$ cat config.mk
export PLATFORM = sky130hd
export DESIGN_NAME = ste_lmc1992
export DESIGN_NICKNAME = d
export VERILOG_FILES = /design/src/rtl/ste_audio_pkg.sv /design/src/rtl/lmc_gain_rom.sv /design/src/rtl/ste_lmc1992.sv
export SDC_FILE = /design/constraint.sdc
export NUM_CORES = 2
export LEC_CHECK = 0
export CAP_MARGIN = 20
export CORE_MARGIN = 2
export CORE_UTILIZATION = 45
export CTS_CLUSTER_SIZE = 25
export DETAILED_ROUTE_END_ITERATION = 8
export SYNTH_ARGS = -nofsm -noshare
export SYNTH_HDL_FRONTEND = slang
export SYNTH_HIERARCHICAL = 1
export SYNTH_SLANG_ARGS = --single-unit
export TNS_END_PERCENT = 100
$ cat constraint.sdc
create_clock -name clk -period 6.65 [get_ports clk]
set_input_delay 0.9975 -clock clk [delete_from_list [all_inputs] [get_ports clk]]
set_output_delay 0.9975 -clock clk [all_outputs]
set_load 0.05 [all_outputs]
$ cat src/rtl/ste_audio_pkg.sv
// Shared definitions for the STE LMC1992 emulation: command/mixer codes,
// register reset defaults and volume limits.
package ste_audio_pkg;

    typedef enum logic [2:0] {
        LMC_CMD_MIX    = 3'b000,
        LMC_CMD_BASS   = 3'b001,
        LMC_CMD_TREBLE = 3'b010,
        LMC_CMD_MASTER = 3'b011,
        LMC_CMD_RIGHT  = 3'b100,
        LMC_CMD_LEFT   = 3'b101
    } lmc_cmd_e;

    typedef enum logic [1:0] {
        MIX_PSG_M12 = 2'b00,
        MIX_PSG     = 2'b01,
        MIX_DMA     = 2'b10,
        MIX_RSVD    = 2'b11
    } mix_e;

    localparam logic [5:0] BASS_RST     = 6'd6;
    localparam logic [5:0] TREBLE_RST   = 6'd6;
    localparam logic [5:0] MASTER_RST   = 6'd40;
    localparam logic [5:0] VOL_LR_RST   = 6'd20;
    localparam logic [5:0] MASTER_MAX   = 6'd40;
    localparam logic [5:0] VOL_LR_MAX   = 6'd20;
    localparam logic [5:0] TONE_MAX     = 6'd12;
    localparam logic [5:0] LMC_MUTE_ATT = 6'd48;

    function automatic logic [5:0] clamp_val(input logic [5:0] v, input logic [5:0] lim);
        return (v > lim) ? lim : v;
    endfunction

endpackage

$ cat src/rtl/lmc_gain_rom.sv
// Attenuation index (2 dB steps) to Q1.15 gain, round(32767 * 10^(-att/10)).
// Indices at or above LMC_MUTE_ATT are a hard mute.
module lmc_gain_rom
    import ste_audio_pkg::*;
(
    input  logic [5:0]  att_i,
    output logic [15:0] gain_o
);

    always_comb begin
        gain_o = 16'd0;
        if (att_i < LMC_MUTE_ATT) begin
            case (att_i)
                6'd0:  gain_o = 16'd32767;  6'd1:  gain_o = 16'd26028;
                6'd2:  gain_o = 16'd20675;  6'd3:  gain_o = 16'd16422;
                6'd4:  gain_o = 16'd13045;  6'd5:  gain_o = 16'd10362;
                6'd6:  gain_o = 16'd8231;   6'd7:  gain_o = 16'd6538;
                6'd8:  gain_o = 16'd5193;   6'd9:  gain_o = 16'd4125;
                6'd10: gain_o = 16'd3277;   6'd11: gain_o = 16'd2603;
                6'd12: gain_o = 16'd2067;   6'd13: gain_o = 16'd1642;
                6'd14: gain_o = 16'd1304;   6'd15: gain_o = 16'd1036;
                6'd16: gain_o = 16'd823;    6'd17: gain_o = 16'd654;
                6'd18: gain_o = 16'd519;    6'd19: gain_o = 16'd413;
                6'd20: gain_o = 16'd328;    6'd21: gain_o = 16'd260;
                6'd22: gain_o = 16'd207;    6'd23: gain_o = 16'd164;
                6'd24: gain_o = 16'd130;    6'd25: gain_o = 16'd104;
                6'd26: gain_o = 16'd82;     6'd27: gain_o = 16'd65;
                6'd28: gain_o = 16'd52;     6'd29: gain_o = 16'd41;
                6'd30: gain_o = 16'd33;     6'd31: gain_o = 16'd26;
                6'd32: gain_o = 16'd21;     6'd33: gain_o = 16'd16;
                6'd34: gain_o = 16'd13;     6'd35: gain_o = 16'd10;
                6'd36: gain_o = 16'd8;      6'd37: gain_o = 16'd7;
                6'd38: gain_o = 16'd5;      6'd39: gain_o = 16'd4;
                6'd40: gain_o = 16'd3;      6'd41: gain_o = 16'd3;
                6'd42: gain_o = 16'd2;      6'd43: gain_o = 16'd2;
                6'd44: gain_o = 16'd1;      6'd45: gain_o = 16'd1;
                6'd46: gain_o = 16'd1;      6'd47: gain_o = 16'd1;
                default: gain_o = 16'd0;
            endcase
        end
    end

endmodule

$ cat src/rtl/ste_lmc1992.sv
// LMC1992 emulation: microwire receiver, register file and 3-stage mix/attenuate
// pipeline. Define STE_LMC_RAMP_EN to ramp attenuation one step per sample.
module ste_lmc1992
    import ste_audio_pkg::*;
#(
    parameter int         MW_BITS = 11,
    parameter logic [1:0] MW_ADDR = 2'b10,
    parameter int         OUT_W   = 16
) (
    input  logic                    clk,
    input  logic                    reset_n,
    input  logic                    mw_strobe,
    input  logic                    mw_valid,
    input  logic                    mw_data,
    input  logic                    mw_done,
    input  logic                    sample_en,
    input  logic [7:0]              dma_l,
    input  logic [7:0]              dma_r,
    input  logic signed [15:0]      psg,
    output logic signed [OUT_W-1:0] audio_l,
    output logic signed [OUT_W-1:0] audio_r,
    output logic                    out_valid
);

    localparam logic signed [16:0] SAT_MAX = 17'((1 << (OUT_W - 1)) - 1);
    localparam logic signed [16:0] SAT_MIN = -SAT_MAX - 17'sd1;

    function automatic logic signed [16:0] mix_sum(input logic signed [15:0] d,
                                                   input logic signed [15:0] ps,
                                                   input mix_e m);
        logic signed [16:0] de;
        logic signed [16:0] pe;
        logic signed [16:0] s;
        de = 17'(d);
        pe = 17'(ps);
        case (m)
            MIX_PSG_M12: s = de + (pe >>> 2);
            MIX_PSG:     s = de + pe;
            default:     s = de;
        endcase
        return s;
    endfunction

    function automatic logic signed [OUT_W-1:0] scale_sat(input logic signed [16:0] s,
                                                          input logic [15:0] g);
        logic signed [33:0] p;
        logic signed [16:0] q;
        logic signed [OUT_W-1:0] r;
        p = 34'(s) * $signed({18'd0, g});
        q = 17'(p >>> 15);
        if (q > SAT_MAX)      r = OUT_W'(SAT_MAX);
        else if (q < SAT_MIN) r = OUT_W'(SAT_MIN);
        else                  r = OUT_W'(q);
        return r;
    endfunction

    logic [10:0] sr_q, sr_d, frame;
    logic [3:0]  cnt_q, cnt_d;
    logic        frame_ok;
    mix_e        mix_q, mix_d;
    logic [5:0]  bass_q, bass_d, treble_q, treble_d;
    logic [5:0]  master_q, master_d, left_q, left_d, right_q, right_d;
    logic        unused_tone;

    // A shift coinciding with mw_done is folded in before the frame is judged.
    always_comb begin
        sr_d     = sr_q;
        cnt_d    = cnt_q;
        mix_d    = mix_q;
        bass_d   = bass_q;
        treble_d = treble_q;
        master_d = master_q;
        left_d   = left_q;
        right_d  = right_q;
        frame_ok = 1'b0;
        if (mw_strobe && mw_valid) begin
            sr_d  = {sr_q[9:0], mw_data};
            cnt_d = (cnt_q == 4'hF) ? cnt_q : cnt_q + 4'd1;
        end
        frame = sr_d;
        if (mw_done) begin
            frame_ok = (cnt_d == 4'(MW_BITS)) && (sr_d[10:9] == MW_ADDR);
            sr_d     = '0;
            cnt_d    = '0;
        end
        if (frame_ok) begin
            case (frame[8:6])
                LMC_CMD_MIX:    if (frame[1:0] != MIX_RSVD) mix_d = mix_e'(frame[1:0]);
                LMC_CMD_BASS:   bass_d   = clamp_val(frame[5:0], TONE_MAX);
                LMC_CMD_TREBLE: treble_d = clamp_val(frame[5:0], TONE_MAX);
                LMC_CMD_MASTER: master_d = clamp_val(frame[5:0], MASTER_MAX);
                LMC_CMD_RIGHT:  right_d  = clamp_val(frame[5:0], VOL_LR_MAX);
                LMC_CMD_LEFT:   left_d   = clamp_val(frame[5:0], VOL_LR_MAX);
                default: ;
            endcase
        end
    end

    always_ff @(posedge clk) begin
        if (!reset_n) begin
            sr_q     <= '0;
            cnt_q    <= '0;
            mix_q    <= MIX_PSG;
            bass_q   <= BASS_RST;
            treble_q <= TREBLE_RST;
            master_q <= MASTER_RST;
            left_q   <= VOL_LR_RST;
            right_q  <= VOL_LR_RST;
        end else begin
            sr_q     <= sr_d;
            cnt_q    <= cnt_d;
            mix_q    <= mix_d;
            bass_q   <= bass_d;
            treble_q <= treble_d;
            master_q <= master_d;
            left_q   <= left_d;
            right_q  <= right_d;
        end
    end

    // Tone registers are held for read-back fidelity only; no filter uses them.
    assign unused_tone = ^{bass_q, treble_q};

    logic [5:0] att_tgt_l, att_tgt_r, att_s1_l, att_s1_r;

    assign att_tgt_l = (MASTER_MAX - master_q) + (VOL_LR_MAX - left_q);
    assign att_tgt_r = (MASTER_MAX - master_q) + (VOL_LR_MAX - right_q);

`ifdef STE_LMC_RAMP_EN
    logic [5:0] att_cur_l_q, att_cur_l_d, att_cur_r_q, att_cur_r_d;

    function automatic logic [5:0] ramp_step(input logic [5:0] cur, input logic [5:0] tgt);
        if (cur < tgt) return cur + 6'd1;
        if (cur > tgt) return cur - 6'd1;
        return cur;
    endfunction

    always_comb begin
        att_cur_l_d = att_cur_l_q;
        att_cur_r_d = att_cur_r_q;
        if (sample_en) begin
            att_cur_l_d = ramp_step(att_cur_l_q, att_tgt_l);
            att_cur_r_d = ramp_step(att_cur_r_q, att_tgt_r);
        end
    end

    always_ff @(posedge clk) begin
        if (!reset_n) begin
            att_cur_l_q <= '0;
            att_cur_r_q <= '0;
        end else begin
            att_cur_l_q <= att_cur_l_d;
            att_cur_r_q <= att_cur_r_d;
        end
    end

    assign att_s1_l = att_cur_l_d;
    assign att_s1_r = att_cur_r_d;
`else
    assign att_s1_l = att_tgt_l;
    assign att_s1_r = att_tgt_r;
`endif

    logic signed [15:0] d_l_p1_q, d_r_p1_q, psg_p1_q;
    mix_e               mix_p1_q;
    logic [5:0]         att_l_p1_q, att_r_p1_q;
    logic               vld_p1_q, vld_p2_q;
    logic [15:0]        gain_l, gain_r, gain_l_p2_q, gain_r_p2_q;
    logic signed [16:0] sum_l_p2_q, sum_r_p2_q;
    logic signed [OUT_W-1:0] audio_l_q, audio_r_q;
    logic               out_valid_q;

    // S1: capture inputs and the attenuation in force for this sample
    always_ff @(posedge clk) begin
        if (sample_en) begin
            d_l_p1_q   <= $signed({dma_l ^ 8'h80, 8'h00});
            d_r_p1_q   <= $signed({dma_r ^ 8'h80, 8'h00});
            psg_p1_q   <= psg;
            mix_p1_q   <= mix_q;
            att_l_p1_q <= att_s1_l;
            att_r_p1_q <= att_s1_r;
        end
    end

    lmc_gain_rom u_gain_l (.att_i(att_l_p1_q), .gain_o(gain_l));
    lmc_gain_rom u_gain_r (.att_i(att_r_p1_q), .gain_o(gain_r));

    // S2: mix and gain lookup
    always_ff @(posedge clk) begin
        if (vld_p1_q) begin
            sum_l_p2_q  <= mix_sum(d_l_p1_q, psg_p1_q, mix_p1_q);
            sum_r_p2_q  <= mix_sum(d_r_p1_q, psg_p1_q, mix_p1_q);
            gain_l_p2_q <= gain_l;
            gain_r_p2_q <= gain_r;
        end
    end

    // S3: scale and saturate into the output registers
    always_ff @(posedge clk) begin
        if (!reset_n) begin
            vld_p1_q    <= 1'b0;
            vld_p2_q    <= 1'b0;
            out_valid_q <= 1'b0;
            audio_l_q   <= '0;
            audio_r_q   <= '0;
        end else begin
            vld_p1_q    <= sample_en;
            vld_p2_q    <= vld_p1_q;
            out_valid_q <= vld_p2_q;
            if (vld_p2_q) begin
                audio_l_q <= scale_sat(sum_l_p2_q, gain_l_p2_q);
                audio_r_q <= scale_sat(sum_r_p2_q, gain_r_p2_q);
            end
        end
    end

    assign audio_l   = audio_l_q;
    assign audio_r   = audio_r_q;
    assign out_valid = out_valid_q;

endmodule

==> metrics.yaml <==
wl_per_cell_microns: 17.89
final-max-slew-violation-count: 0
fmax_mhz: 153.4
drive_gt1_share_pct: 9.034
wirelength_microns: 72560
seq_area_frac_synth_pct: 15.60
cp-start-kind: "flop"
max_cap_viol_count: 0
clock_sinks: 174
fillers: 5936
rows: 93
drtIter0Drc: 1018
worst_pin_slew_ns: 0.9923
netlist_area_sq_um: 29000
cts_tree: "yes"
yosys_warnings: 6
period_share_pct: 98.04
ys_async_sr_fraction_pct: 0
dr.pass1.iters: 5
avgSynthCellArea_sq_um: 9.445
cts.reportedPaths.clkPinSlew_ns: 0.08
cp_cell_sequence: "buf_4 -> nand2_1 -> fa_1 -> inv_1 -> fa_1 -> fa_1 -> fa_1 -> fa_1 -> inv_1 -> fa_1 -> inv_1 -> ha_1 -> and3_1 -> a221oi_2 -> o21ai_4 -> a21oi_4 -> a21oi_2 -> a211oi_2 -> buf_4 -> xnor2_2 -> buf_4 -> o31ai_4 -> a311oi_1"
numCtsBuffers: 17
die_w_microns: 257.8
dieArea_sq_um: 66480
setup_viol: 0
die-height_microns: 257.8
critical_path.max_fanout: 8
critical_path_class: "reg2reg"
ys.flop_type: "edfxtp_1"
slowest_stage: "edfxtp_1"
ys_types: 88
insertion_delay_ns: 0.46
vias: 20760
min_period_ns: 6.519
synth-edff-count: 104
syn_nets: 3855
htree_levels: 4
synth_area_leaders: "fa_1, edfxtp_1, inv_1"
crit_top_cell: "fa_1"
via_per_inst: 5.118
cp.required_ns: 6.95
hold_buffers: 0
grt_pass1_vias: 22361
fin_ws_ns: 0.1307
syn_inst: 3070
drc: 0
status: "completed"
hold_viol: 0
start_util_pct: 45.22
max_slew_margin_pct: 33.30
grt-ovfl-total: 0
holdWs_ns: 0.4495
cts_buffer_depth: 2
grt_first_pass_wirelength_microns: 120400
cpPeakStageDelay_ns: 0.60
place.gp.congestion: 0.8702
cts_root_buffer: "clkbuf_16"
fin_setup_tns_ns: 0
dpl_worst_slack_ns: -0.008746
antenna_found_initial: 3
track_usage_pct: 22.97
skew_ns: 0.01919
ys_seq_elements: 174
synthToLayoutAreaGrowth_pct: 11.66
top_level_ports: 72
port_buffers: 71
rsz0062_at_grt: "true"
post-dp-hpwl_microns: 59230
hp-class: "reg2reg"
arrival_ns: 6.82
synth_top_area_share_pct: 36.87
end_kind: "flop"
synth.largest_area_cell: "fa_1"
ant_nets: 0
core_area_sq_um: 64120
grt_max_degree: 59
layout.nets: 3971
-- registers in the layout, summed over array words and instances, names as in the netlist, 9 cells and up --
| signal | count |
|---|---|
| audio_l | 16 |
| audio_r | 16 |
| gain_l_p2_q | 16 |
| gain_r_p2_q | 16 |
| psg_p1_q | 16 |
| sr_q | 11 |
| sum_l_p2_q | 17 |
| sum_r_p2_q | 9 |
-- logic make-up (layout without fill, tap and decap cells) --
group,Yosys count,after routing,synth area share [%]
buffers and inverters,847,976,11.44
and+or+nand+nor,813,813,13.81
adders and majority gates,756,756,46.38
AOI/OAI and AO/OA,340,340,8.052
DFF,174,174,15.60
xor gates and xnor gates,90,90,2.822
muxes,48,48,1.869
other,2,4,0.02590
-- synth_stat cells, types with 12 or more instances --
library cell	count
mux2i_1	35
and2_1	257
nand3_1	12
buf_2	14
a21o_1	28
nor2b_1	28
a31oi_1	14
inv_1	713
ha_1	212
fa_1	534
buf_6	13
nand2b_1	16
xnor2_1	63
a21oi_1	87
a211oi_1	20
o21ai_0	70
nor2_1	75
xor2_1	23
nand2_1	361
o211ai_1	13
dfxtp_1	70
nor3_1	21
edfxtp_1	104
clkbuf_1	99
-- cell type report --
| type | instances | area, sq um | share of cell area [%] |
|---|---|---|---|
| clock inverter | 12 | 136.4 | 0.4212 |
| sequential | 174 | 4527 | 13.98 |
| clock buffer | 20 | 479.2 | 1.480 |
| timing repair buffer | 231 | 2107 | 6.508 |
| tap | 855 | 1070 | 3.304 |
| multi-input combinational | 2049 | 21370 | 66.01 |
| antenna | 2 | 5.005 | 0.01546 |
| inverter | 713 | 2681 | 8.282 |
-- worst max-delay path, delay by kind of cell (launching register included) --
family / cells / cell delay [ns]
adders and majority gates: 7 / 3.28
AOI/OAI and AO/OA: 7 / 1.41
buffers and inverters: 6 / 0.69
DFF: 1 / 0.60
and+or+nand+nor: 2 / 0.27
xor gates and xnor gates: 1 / 0.09
-- layer usage --
| layer | track usage (%) | part of all wire, % |
|---|---|---|
| met3 | 5.359 | 6.6 |
| met2 | 35.63 | 45 |
| met5 | 0 | 0.028 |
| met1 | 33.05 | 47 |
| met4 | 4.576 | 1.6 |
-- path summary, 6_finish.rpt --
| kind | end | from | slack, ns | depth (start not counted) |
|---|---|---|---|---|
| setup / recovery | audio_l[4]$_SDFFE_PN0P_ | sum_l_p2_q[9]$_DFFE_PP_ | 0.13 | 23 |
| hold / removal | left_q[5]$_SDFFE_PN0P_ | left_q[5]$_SDFFE_PN0P_ | 0.45 | 2 |
| setup reg to reg | audio_l[4]$_SDFFE_PN0P_ | sum_l_p2_q[9]$_DFFE_PP_ | 0.13 | 23 |
| hold reg to reg | left_q[5]$_SDFFE_PN0P_ | left_q[5]$_SDFFE_PN0P_ | 0.45 | 2 |
-- per-stage QoR --
stage	instance area [sq um]	util, %	cells
CTS	31690	49.43	4010
global placement	31030	48.40	3972
floorplan	29000	-	3070
detailed placement	31030	48.40	3972
global route	32370	50.49	4055
finish	32380	50.50	4056
-- placed cells by master (no fill, tap or decap), types with 66 or more instances in the layout --
| master | count |
|---|---|
| a21oi_1 | 79 |
| and2_1 | 256 |
| buf_4 | 137 |
| clkdlybuf4s50_1 | 69 |
| dfxtp_1 | 68 |
| edfxtp_1 | 104 |
| fa_1 | 527 |
| ha_1 | 211 |
| inv_1 | 704 |
| nand2_1 | 358 |
| nor2_1 | 74 |
| o21ai_0 | 66 |
-- timing repair --
item                       CTS  global route
setup buffers                6            43
pin swaps                    0            33
resized for setup            0            73
setup endpoints to repair    2            32
cloned                       0             1
Power is left out: the tool's default activity adds up to more than one toggle a clock period on the data nets, which glitch-free logic cannot reach.
